`src/rtl/vga_cap_pkg.sv`:
```
// Shared constants, pixel payload type and FSM state encoding for the VGA capture block.
package vga_cap_pkg;

    localparam int unsigned DEF_WIDTH  = 320;
    localparam int unsigned DEF_HEIGHT = 240;
    localparam int unsigned DEF_ADDR_W = 17;
    localparam int unsigned RGB_W      = 24;

    // One pixel as carried on the input bus and written to the frame buffer.
    typedef struct packed {
        logic [7:0] r;
        logic [7:0] g;
        logic [7:0] b;
    } rgb_t;

    typedef enum logic [1:0] {
        IDLE     = 2'd0,
        WAIT_ACT = 2'd1,
        LINE     = 2'd2,
        HBLANK   = 2'd3
    } state_t;

endpackage

```
`src/rtl/sync_edge_detect.sv`:
```
// Input register (S1) plus a one-cycle-delayed copy used to flag rising/falling edges of S1.
module sync_edge_detect #(
    parameter logic RST_VAL = 1'b0
) (
    input  logic clk,
    input  logic rst_n,
    input  logic d,
    output logic q,
    output logic rise_c,
    output logic fall_c
);

    logic q_prev;

    // S1 capture and previous-value history, both reset to the idle level of the signal.
    always_ff @(posedge clk or negedge rst_n) begin
        if (!rst_n) begin
            q      <= RST_VAL;
            q_prev <= RST_VAL;
        end else begin
            q      <= d;
            q_prev <= q;
        end
    end

    assign rise_c = q & ~q_prev;
    assign fall_c = ~q & q_prev;

endmodule

```
`src/rtl/vga_capture.sv`:
```
// Captures a VGA pixel stream into a frame buffer with 2:1 decimation in both axes,
// flags geometry errors and reports frame completion and timing lock.
module vga_capture
    import vga_cap_pkg::*;
#(
    parameter int unsigned WIDTH  = DEF_WIDTH,
    parameter int unsigned HEIGHT = DEF_HEIGHT,
    parameter int unsigned ADDR_W = DEF_ADDR_W
) (
    input  logic              iVGA_CLK,
    input  logic              iRST_n,
    input  logic              iHS,
    input  logic              iVS,
    input  logic              iBLANK_n,
    input  logic [RGB_W-1:0]  iRGB,
    output logic [ADDR_W-1:0] oWrAddr,
    output logic [RGB_W-1:0]  oWrData,
    output logic              oWrEn,
    output logic              oFrameDone,
    output logic              oErr,
    output logic              oLocked
);

    // Counters are one bit wider than needed for 2*WIDTH / 2*HEIGHT so overruns stay visible.
    localparam int unsigned XW = $clog2(2 * WIDTH + 1);
    localparam int unsigned YW = $clog2(2 * HEIGHT + 1);

    localparam logic [XW-1:0]     X_END    = XW'(2 * WIDTH);
    localparam logic [YW-1:0]     Y_END    = YW'(2 * HEIGHT);
    localparam logic [XW-1:0]     X_MAX    = '1;
    localparam logic [YW-1:0]     Y_MAX    = '1;
    localparam logic [ADDR_W-1:0] ROW_STEP = ADDR_W'(WIDTH);

    logic vs_s1, vs_rise, vs_fall;
    logic blank_s1, blank_rise, blank_fall;
    logic hs_s1;
    rgb_t rgb_s1;

    state_t state_q, state_d;

    logic [XW-1:0]     x;
    logic [YW-1:0]     y;
    logic [ADDR_W-1:0] base;
    logic [ADDR_W-1:0] ptr;
    logic              prev_good;

    logic frame_start_c;
    logic line_end_c;
    logic line_start_c;
    logic pixel_c;
    logic x_ok_c;
    logic y_ok_c;
    logic store_c;
    logic frame_good_c;
    logic unused_rise;

    sync_edge_detect #(.RST_VAL(1'b1)) u_vs_edge (
        .clk    (iVGA_CLK),
        .rst_n  (iRST_n),
        .d      (iVS),
        .q      (vs_s1),
        .rise_c (vs_rise),
        .fall_c (vs_fall)
    );

    sync_edge_detect #(.RST_VAL(1'b0)) u_blank_edge (
        .clk    (iVGA_CLK),
        .rst_n  (iRST_n),
        .d      (iBLANK_n),
        .q      (blank_s1),
        .rise_c (blank_rise),
        .fall_c (blank_fall)
    );

    assign unused_rise = vs_rise ^ blank_rise ^ vs_s1;

    // S1 stage for the signals that need no edge detection.
    always_ff @(posedge iVGA_CLK or negedge iRST_n) begin
        if (!iRST_n) begin
            hs_s1  <= 1'b1;
            rgb_s1 <= '0;
        end else begin
            hs_s1  <= iHS;
            rgb_s1 <= rgb_t'(iRGB);
        end
    end

    // Event decode; a frame start masks every line-level event in the same cycle.
    assign frame_start_c = vs_fall;
    assign line_end_c    = blank_fall & (state_q == LINE) & ~frame_start_c;
    assign line_start_c  = blank_s1 & ((state_q == WAIT_ACT) | (state_q == HBLANK)) & ~frame_start_c;
    assign pixel_c       = blank_s1 & (state_q != IDLE) & ~frame_start_c;
    assign x_ok_c        = (x < X_END);
    assign y_ok_c        = (y < Y_END);
    assign store_c       = pixel_c & x_ok_c & y_ok_c & ~x[0] & ~y[0];
    assign frame_good_c  = (y == Y_END) & ~oErr & (state_q != LINE);

    // State register.
    always_ff @(posedge iVGA_CLK or negedge iRST_n) begin
        if (!iRST_n) begin
            state_q <= IDLE;
        end else begin
            state_q <= state_d;
        end
    end

    // Next-state logic; frame start overrides every state.
    always_comb begin
        state_d = state_q;
        if (frame_start_c) begin
            state_d = WAIT_ACT;
        end else begin
            case (state_q)
                IDLE:     state_d = IDLE;
                WAIT_ACT: if (blank_s1)   state_d = LINE;
                LINE:     if (blank_fall) state_d = HBLANK;
                HBLANK:   if (blank_s1)   state_d = LINE;
                default:  state_d = IDLE;
            endcase
        end
    end

    // Pixel/line counters, incremental write address, error, frame-done and lock tracking.
    always_ff @(posedge iVGA_CLK or negedge iRST_n) begin
        if (!iRST_n) begin
            x          <= '0;
            y          <= '0;
            base       <= '0;
            ptr        <= '0;
            prev_good  <= 1'b0;
            oWrAddr    <= '0;
            oWrData    <= '0;
            oWrEn      <= 1'b0;
            oFrameDone <= 1'b0;
            oErr       <= 1'b0;
            oLocked    <= 1'b0;
        end else begin
            oWrEn      <= 1'b0;
            oFrameDone <= 1'b0;
            if (frame_start_c) begin
                x          <= '0;
                y          <= '0;
                base       <= '0;
                ptr        <= '0;
                // An aborted line marks the new frame as suspect rather than being lost.
                oErr       <= (state_q == LINE);
                oFrameDone <= frame_good_c;
                oLocked    <= frame_good_c & prev_good;
                prev_good  <= frame_good_c;
            end else begin
                if (pixel_c) begin
                    if (x != X_MAX) begin
                        x <= x + XW'(1);
                    end
                    if (!x_ok_c) begin
                        oErr <= 1'b1;
                    end
                end
                if (store_c) begin
                    oWrEn   <= 1'b1;
                    oWrAddr <= ptr;
                    oWrData <= rgb_s1;
                    ptr     <= ptr + ADDR_W'(1);
                end
                if (line_start_c && !y_ok_c) begin
                    oErr <= 1'b1;
                end
                if ((state_q == LINE) && !hs_s1) begin
                    oErr <= 1'b1;
                end
                if (line_end_c) begin
                    x <= '0;
                    if (y != Y_MAX) begin
                        y <= y + YW'(1);
                    end
                    if (x != X_END) begin
                        oErr <= 1'b1;
                    end
                    // Odd lines are skipped, so the row base advances after each one.
                    if (y[0]) begin
                        base <= base + ROW_STEP;
                        ptr  <= base + ROW_STEP;
                    end else begin
                        ptr  <= base;
                    end
                end
            end
        end
    end

endmodule

```
`config.mk`:
```
export PLATFORM = sky130hd
export DESIGN_NAME = vga_capture
export DESIGN_NICKNAME = d
export VERILOG_FILES = /design/src/rtl/vga_cap_pkg.sv /design/src/rtl/sync_edge_detect.sv /design/src/rtl/vga_capture.sv
export SDC_FILE = /design/constraint.sdc
export NUM_CORES = 1
export LEC_CHECK = 0
export BUFFER_PORTS_ARGS = -buffer_cell sky130_fd_sc_hd__buf_2
export CAP_MARGIN = 0
export CORE_ASPECT_RATIO = 2
export CORE_UTILIZATION = 59
export CTS_BUF_LIST = sky130_fd_sc_hd__clkbuf_4
export DETAILED_ROUTE_END_ITERATION = 16
export GPL_ROUTABILITY_DRIVEN = 0
export HOLD_SLACK_MARGIN = 0.03
export PLACE_DENSITY_LB_ADDON = 0.08
export SLEW_MARGIN = 5
export SYNTH_ARGS = -nofsm -noshare
export SYNTH_HDL_FRONTEND = slang
export SYNTH_SLANG_ARGS = --single-unit
export TNS_END_PERCENT = 1
```
`constraint.sdc`:
```
create_clock -name iVGA_CLK -period 2 [get_ports iVGA_CLK]
set_clock_uncertainty 0.1 [all_clocks]
set_input_delay 0 -clock iVGA_CLK [delete_from_list [all_inputs] [get_ports iVGA_CLK]]
set_output_delay 0 -clock iVGA_CLK [all_outputs]
set_load 0.02 [all_outputs]
```
**After elaboration in Yosys (flattened, before gate mapping)**

Index checks and enable logic that the tools add are counted.

- Reductions and logical operators: 16
- Add/subtract/negate cells: 4
- Bitwise logic cells: 22
- Muxes and demuxes: 27
- Equal/unequal tests: 10
- Magnitude comparators: 2

Operators with widths:

| kind | number |
|---|---|
| $mux 17 | 6 |
| $mux 10 | 4 |
| $mux 9 | 3 |
| $ne 10x10->1 const B | 2 |
| $add 17x1->17 const B | 1 |
| $add 17x9->17 const B | 1 |
| $and 1x1->1 | 15 |
| $add 10x1->10 const B | 1 |
| $lt 10x10->1 const B | 1 |
| $mux 1 | 10 |
| $add 9x1->9 const B | 1 |
| $eq 9x9->1 const B | 1 |
| $lt 9x9->1 const B | 1 |
| $ne 9x9->1 const B | 1 |
| $reduce_bool 3->1 | 3 |
| $reduce_and 2->1 | 4 |
| $mux 2 | 3 |
| $not 1->1 | 6 |
| $pmux 2 s3 | 1 |
| $reduce_bool 2->1 | 3 |
| $eq 2x2->1 const B | 2 |
| $ne 3x1->1 const B | 1 |
| $ne 3x3->1 const B | 1 |
| $eq 2x1->1 const B | 1 |
| 6 further kinds | 8 |

- Register bits: 130
- Output and inout port bits: 45
- Logic and storage cells: 101
- Bits of input ports: 29

**Longest topological paths before layout**

Gate-level depths: netlist (run 1).

- Depth after elaboration: 11
- Gate-level depth with buffers: 9
- Gate-level depth less buffers: 8

**Cells and area by module**

Synthesis (run 1) repeated with hierarchy kept, for this count alone.

- Cell total of the unflattened synthesis: 535
- Area total of the unflattened synthesis: 5326.4 um^2

Modules (own cells, without submodules):

| module | instances | cells each | area an instance (um^2) | seq. area each (um^2) |
|---|---|---|---|---|
| vga_capture | 1 | 527 | 5193.7 | 3004.1 |
| sync_edge_detect at u_vs_edge | 1 | 4 | 67.6 | 52.6 |
| sync_edge_detect at u_blank_edge | 1 | 4 | 65.1 | 50.0 |

**Least setup slack after synthesis (run 1)**

No wires, ideal clock.

- Kind: register to register
- From: register u_vs_edge.q_prev
- To: register ptr[8]
- Data required time: 1.774 ns
- Buffers on the path: 1
- Stages on the path, launching flop included: 8
- Setup time: 0.126 ns
- Period minus slack after synthesis: 1.805 ns
- Arrival time: 1.579 ns
- Setup slack: 0.195 ns
- Path through: dfstp_2 nor2b_1 clkbuf_1 nor2_1 nand2_1 inv_2 a21o_1 a221o_1

- Cells in the longest elaborated chain, start to end: 8
- Elaborated cells on any way between the ends: 11
- Those cells by class: 2 x mux; 8 x bitwise; 1 x reduce/logical

Ends and longest elaborated chain:

| what | line | source |
|---|---|---|
| start: declaration | sync_edge_detect.sv:13 | `logic q_prev;` |
| start signal: assignment | sync_edge_detect.sv:22 | `q_prev <= q;` |
| $and 1x1->1 * | sync_edge_detect.sv:27 | `assign fall_c = ~q & q_prev;` |
| $not 1->1 (no line) | n/a |  |
| $and 1x1->1 | vga_capture.sv:92 | `assign pixel_c = blank_s1 & (state_q != IDLE) & ~frame_start_c;` |
| $and 1x1->1 (4 in a row) | vga_capture.sv:95 | `assign store_c = pixel_c & x_ok_c & y_ok_c & ~x[0] & ~y[0];` |
| $reduce_bool 3->1 (no line) | n/a |  |
| end signal: assignment | vga_capture.sv:163 | `ptr <= ptr + ADDR_W'(1);` |
| end signal: assignment | vga_capture.sv:182 | `ptr <= base + ROW_STEP;` |
| end signal: assignment | vga_capture.sv:184 | `ptr <= base;` |
| end: declaration | vga_capture.sv:44 | `logic [ADDR_W-1:0] ptr;` |

Mark *: on every way between the ends. The rest lies on a longest branch, timed or not.
A chain may end at the register's enable or synchronous reset.

**Worst setup path after layout (run 1)**

- From: register ptr[1]
- To: register ptr[14]

- Cells in the longest elaborated chain, start to end: 4

Ends and longest elaborated chain:

| what | line | source |
|---|---|---|
| $add 17x1->17 | vga_capture.sv:163 |  |
| $mux 17 | vga_capture.sv:159 | `if (store_c) begin` |
| $mux 17 | vga_capture.sv:171 | `if (line_end_c) begin` |
| $mux 17 | vga_capture.sv:140 | `if (frame_start_c) begin` |

Every way passes these cells. The select of a mux whose other input is x is not followed.

==> flow_metrics.tcl, run 1 <==
set metrics [dict create \
    syn_nets 559 \
    finalCritPeriodShare_pct 98.68 \
    grt_pass1_vias 4554 \
    tightestPinTransition_ns 0.9475 \
    coreArea_um2 8648 \
    critPathMaxFanout 4 \
    dpl.hpwl_mm 8.718 \
    async_flop_share_pct 100.0 \
    cts_max_path_buffers 2 \
    p_leak_nw 3.438 \
    rsz0062_at_grt "yes" \
    clk_pin_slew_ns 0.11 \
    worstHoldPathType "register to register" \
    max_stage_delay_ns 0.43 \
    finalSetupViolCount 0 \
    pwr-share-clk_pct 26.9 \
    die_h_um 135.8 \
    cts_buffers 17 \
    fill_cells 542 \
    drc 0 \
    holdWs_ns 0.2797 \
    power_density_nw_per_um2 927.2 \
    slowest_stage "dfrtp_1" \
    fin_total_pwr_mw 6.423 \
    via_per_inst 5.610 \
    synth.distinct_cells 56 \
    netlist.top_cell.by_area "dfrtp_1" \
    critical_path_class "register to register" \
    irDropWorstVdd_uv 565.7 \
    fp-row-count 48 \
    crit_path_end_kind "register" \
    drive_gt1_share_pct 23.51 \
    preCtsSetupSlack_ns -0.008168 \
    combPwrFrac_pct 25.4 \
    power.switching_mw 2.199 \
    switching_share_pct 34.23 \
    cts-root-buf "clkbuf_4" \
    yosysTopAreaCellShare_pct 57.31 \
    ys_seq_area_share_pct 58.80 \
    nets 727 \
    yosysMostFrequentCell "nand2_1" \
    rrSetupSlack_ns 0.03 \
    maxCapViolations 0 \
    ant_nets 0 \
    cp-start-kind "register" \
    finalMaxSlewViolations 0 \
    wl_mm 13.41 \
    fmax_mhz 506.7 \
    wl_per_cell_um 16.61 \
    seq_power_share_pct 47.8 \
    drt_iter0_markers 329 \
    port_buffers 73 \
    dieArea_um2 9361 \
    fin_ws_ns 0.02640 \
    relSlewSlack_pct 36.62 \
    yosysWarnings 0 \
    cts_tree "built" \
    htree_levels 4 \
    io-pin-count 74 \
    fin_crit_ns 1.974 \
    worstPathRequired_ns 2.33 \
    dp_cells 714 \
    yosys-top-cells-count "152 x nand2_1, 121 x dfrtp_1, 44 x nor2_1" \
    fp.dieW_um 68.92 \
    synth.avg_cell_area_um2 10.06 \
    crit_family "simple AND/OR/NAND/NOR gates" \
    clk_latency_ns 0.53 \
    cts.sinks 124 \
    stdcell_count 807 \
    grt_pass1_wl_mm 21.00 \
    route.vias.total 4527 \
    worstPathCellList "ha_4 -> nand2_2 -> nor4_4 -> nand3_1 -> a21o_1 -> a221o_1" \
    grt.overflow.total 0 \
    area_growth_pct 31.09 \
    grt_use_total_pct 31.01 \
    crit_buf_inv 0 \
    dr.pass1.iters 7 \
    synth-seq-cells 124 \
    grt_max_degree 59 \
    netlist_instances 525 \
    status "complete, no violations" \
    synth_area_leaders "dfrtp_1 57%, nand2_1 11%, nor2_1 3.1%" \
    synth_edf_count 0 \
    start_util_pct 61.10 \
    p_int_mw 4.224 \
    ys.flop_type "dfrtp_1" \
    hold_violations 0 \
    syn_area_um2 5284 \
    antenna_found_initial 1 \
    cp_data_arrival_time_ns 2.31 \
]
-- area by class of cell --
class                   instances  area (um2)  area share, %
clock buffers                  18       135.1          1.951
repair buffers                171        1318          19.02
flip-flops and latches        124        3107          44.85
well taps                     100       125.1          1.806
multi-input cells             374        2074          29.95
clock inverters                14       146.4          2.113
diodes                          1       2.502        0.03613
inverters                       5       18.77         0.2710
-- metrics by stage --
stage | TNS [ns] | area [um2] | utilization, %
after CTS | -0.003210 | 6859 | 79.31
after global placement | 0 | 6003 | 69.42
after detailed placement | -0.008168 | 6003 | 69.42
after floorplan | 0 | 5284 | -
final | 0 | 6927 | 80.09
after global routing | -0.04172 | 6927 | 80.09
-- state kept, by name, indices dropped and copies added, names as in the netlist, 2 cells and up --
name and flops:
base 11, oWrAddr 17, oWrData 24, ptr 17
rgb_s1 24, state_q 2, x 10, y 9
-- path summary, 6_finish.rpt --
| path | start | endpoint | cells after the start |
|---|---|---|---|
| worst max-delay path | ptr[1] | ptr[14] | 6 |
| worst min-delay path | u_vs_edge.q | u_vs_edge.q_prev | 0 |
| worst max register to register | ptr[1] | ptr[14] | 6 |
| worst min register to register | u_vs_edge.q | u_vs_edge.q_prev | 0 |
| max in group asynchronous | iRST_n | base[6] | 3 |
| min in group asynchronous | iRST_n | oWrAddr[6] | 4 |
-- power groups by stage --
stage,sequential (mW),clock (mW),combinational [mW]
after floorplan,3.43,0,0.527
after global placement,3.08,0,1.43
after detailed placement,3.10,0,1.46
after CTS,3.05,1.77,1.55
after global routing,3.13,1.86,1.79
final,3.07,1.73,1.63
-- layout by cell type, fill, tap and decap left out, types with 2 or more instances in the layout --
cell type,instances
dlygate4sd3_1,57
bufinv_16,2
dfstp_2,3
dfrtp_1,121
and3_1,4
or3_1,2
nand2_1,150
o21ai_0,14
nand2b_1,4
clkinv_2,2
nand3_1,21
o211ai_1,4
inv_6,2
nand2_2,3
mux2i_1,3
clkinvlp_4,5
o221ai_1,4
xnor2_1,16
nor2_1,44
a21oi_1,10
a31oi_1,2
ha_1,3
nor2b_1,2
nor4_1,8
or4_1,2
clkinv_4,2
buf_2,72
a221o_1,3
clkbuf_4,18
a21o_1,5
buf_4,36
nor3_1,14
buf_12,4
o22ai_1,2
and4_1,2
nand4_1,7
inv_1,4
xor2_1,18
-- what timing repair did --
item                                   CTS  global route
gates cloned                             0             1
pin swaps                                0             3
hold buffers                            57             0
gates resized for setup                  1             8
buffers inserted                         0             2
setup endpoints to repair                6             9
endpoints found under the hold margin  151             0
-- kinds of logic after synthesis --
kind of cell / after synthesis / share of synthesized area [%]
DFF: 124 / 58.80
muxes: 3 / 0.5683
xor gates and xnor gates: 34 / 5.636
buffers and inverters: 27 / 2.415
and+or+nand+nor: 276 / 23.94
adders and majority gates: 5 / 1.184
AOI/OAI and AO/OA: 56 / 7.459
-- routing by layer --
metal / vias up / track usage [%] / routed length [um]
met1: 2220 / 32.93 / 4766
met3: 47 / 6.460 / 527
li1: 2113 / - / -
met2: 147 / 54.05 / 7499
met4: 0 / 17.57 / 613
met5: - / 0 / 0
(Power assumes the default switching activity.)
==> run 2: changes to the inputs <==
- CORE_ASPECT_RATIO: 2 -> 0.8
- CORE_MARGIN: default -> 2
==> run 2 against run 1 <==
The run now ends with negative setup slack left. Total power up 4.8%. First-iteration DRC count up 2.4%. Clock power is 14% higher. Combinational power is 2% higher. Sequential power about the same. Clock-buffer cell count decreased by 1. Die area grew 4.0%. Highest routed layer unchanged.
==> flow_metrics.tcl, run 2 (synthesis gave the netlist of run 1 again) <==
set metrics [dict create \
    cts.sinks 124 \
    cp-start-kind "register" \
    grt_pass1_wl_mm 20.43 \
    finalCritPeriodShare_pct 100.2 \
    port_buffers 73 \
    critical_path_class "register to register" \
    critPathMaxFanout 4 \
    rr_startpoint "ptr[1]" \
    clk_latency_ns 0.54 \
    wl_per_cell_um 16.36 \
    io-pin-count 74 \
    cp_data_arrival_time_ns 2.33 \
    relSlewSlack_pct 32.71 \
    dpl.hpwl_mm 7.811 \
    grt.overflow.total 0 \
    wl_met2_mm 6.428 \
    maxCapViolations 0 \
    wl_met1_mm 5.852 \
    grt_max_degree 68 \
    max_stage_delay_ns 0.46 \
    clk_pin_slew_ns 0.11 \
    fin_util_pct 81.21 \
    finalSetupViolCount 1 \
    slowest_stage "dfrtp_1" \
    via_per_inst 5.496 \
    p_leak_nw 3.458 \
    start_util_pct 61.47 \
    cts_max_path_buffers 2 \
    dp_cells 720 \
    diodes 0 \
    final_common_cell "nand2_1" \
    min-delay-start "u_vs_edge.q" \
    rsz0062_at_grt "yes" \
    fin_ws_ns -0.004097 \
    finalMaxSlewViolations 0 \
    reg_top3 "oWrData: 24 flops, rgb_s1: 24 flops" \
    die_h_um 88.65 \
    drc 0 \
    drive_gt1_share_pct 23.19 \
    wl_met3_um 811 \
    cts-root-buf "clkbuf_4" \
    irDropWorstVdd_uv 773.9 \
    power_density_nw_per_um2 963.9 \
    antenna_found_initial 0 \
    coreArea_um2 8596 \
    final_cell_mix "150 x nand2_1, 120 x dfrtp_1, 72 x buf_2" \
    dieArea_um2 9734 \
    cts_buffers 17 \
    fp.dieW_um 109.8 \
    grt_pass1_vias 4170 \
    worstPathRequired_ns 2.33 \
    cts_tree "built" \
    nets 724 \
    violations "negative setup slack" \
    tightestPinTransition_ns 1.006 \
    fin_crit_ns 2.004 \
    crit_path_end_kind "register" \
    preCtsSetupSlack_ns -0.05745 \
    ant_nets 0 \
    worstPathCellList "ha_4 -> nand2_4 -> nor4_4 -> nand3_1 -> a21o_1 -> a221o_1" \
    area_growth_pct 32.11 \
    worstHoldPathType "register to register" \
    grt_use_total_pct 28.10 \
    fp-row-count 30 \
    fmax_mhz 499.0 \
    hold_violations 0 \
    dr.pass1.iters 6 \
    stdcell_count 815 \
    route.vias.total 4479 \
    drt_iter0_markers 337 \
    critPathLaunch "ptr[1]" \
    fill_cells 542 \
    multi_input_area_um2 2100 \
    highest_layer "met4" \
    wl_mm 13.34 \
    htree_levels 4 \
    seq_area_um2 3108 \
    status "complete, but fails checks" \
]
==> run 2: changes by cell type in the layout (fill, tap and decap cells not counted), moves of 2 or more <==
cell / delta
clkinvlp_4: -3
buf_4: -4
bufinv_16: +2
clkinv_1: +2
==> run 2: critical path, delay by kind of cell, from the launching register on <==
| family | cells | cell delay, ns |
|---|---|---|
| and+or+nand+nor | 3 | 0.64 |
| AOI/OAI and AO/OA | 2 | 0.48 |
| DFF | 1 | 0.46 |
| adders and majority gates | 1 | 0.19 |
==> run 2: final timing paths <==
| path | cells past startpoint | endpoint | slack, ns |
|---|---|---|---|
| setup / recovery | 6 | ptr[14] | -0.004 |
| hold / removal | 0 | u_vs_edge.q_prev | 0.28 |
| setup reg to reg | 6 | ptr[14] | -0.004 |
| min in group asynchronous | 4 | ptr[10] | 0.53 |
| max in group asynchronous | 3 | y[1] | 0.57 |
| hold reg to reg | 0 | u_vs_edge.q_prev | 0.28 |
==> run 2: power breakdown <==
part           internal, mW  leakage (nW)  switching (mW)
Combinational         0.634          1.68            1.04
Clock                 0.991         0.165           0.992
Sequential             2.85          1.61           0.224
==> run 2: cell type report <==
cell class | instances | area share, %
well taps | 112 | 2.008
repair buffers | 168 | 18.46
inverters | 5 | 0.3047
clock inverters | 15 | 2.796
multi-input cells | 374 | 30.08
flip-flops and latches | 124 | 44.52
clock buffers | 17 | 1.828
==> run 2: metrics by stage <==
step	power (mW)	cell area (um2)	setup TNS [ns]	hold WS [ns]
6_report	6.728	6980	-0.004097	0.2820
3_5_place_dp	4.563	5961	-0.06950	-0.1629
5_1_grt	7.045	6980	-0.09659	0.2918
4_1_cts	6.606	6869	0	0.2820
3_3_place_gp	4.513	5961	-0.02715	-0.1643
2_1_floorplan	3.952	5284	0	-0.3956
==> run 2: metal layers <==
metal	vias to the layer above	track usage (%)
met3	28	7.216
li1	2104	-
met5	-	0
met2	182	44.56
met4	0	8.746
met1	2165	38.51
==> run 2: timing repair <==
action                                 4_1_cts  5_1_grt
gates resized for setup                      2       15
endpoints found under the hold margin      151        0
setup buffers                                0        4
hold buffers                                58        0
setup endpoints to repair                    5       39
cloned                                       0        1
pin swaps                                    0        6
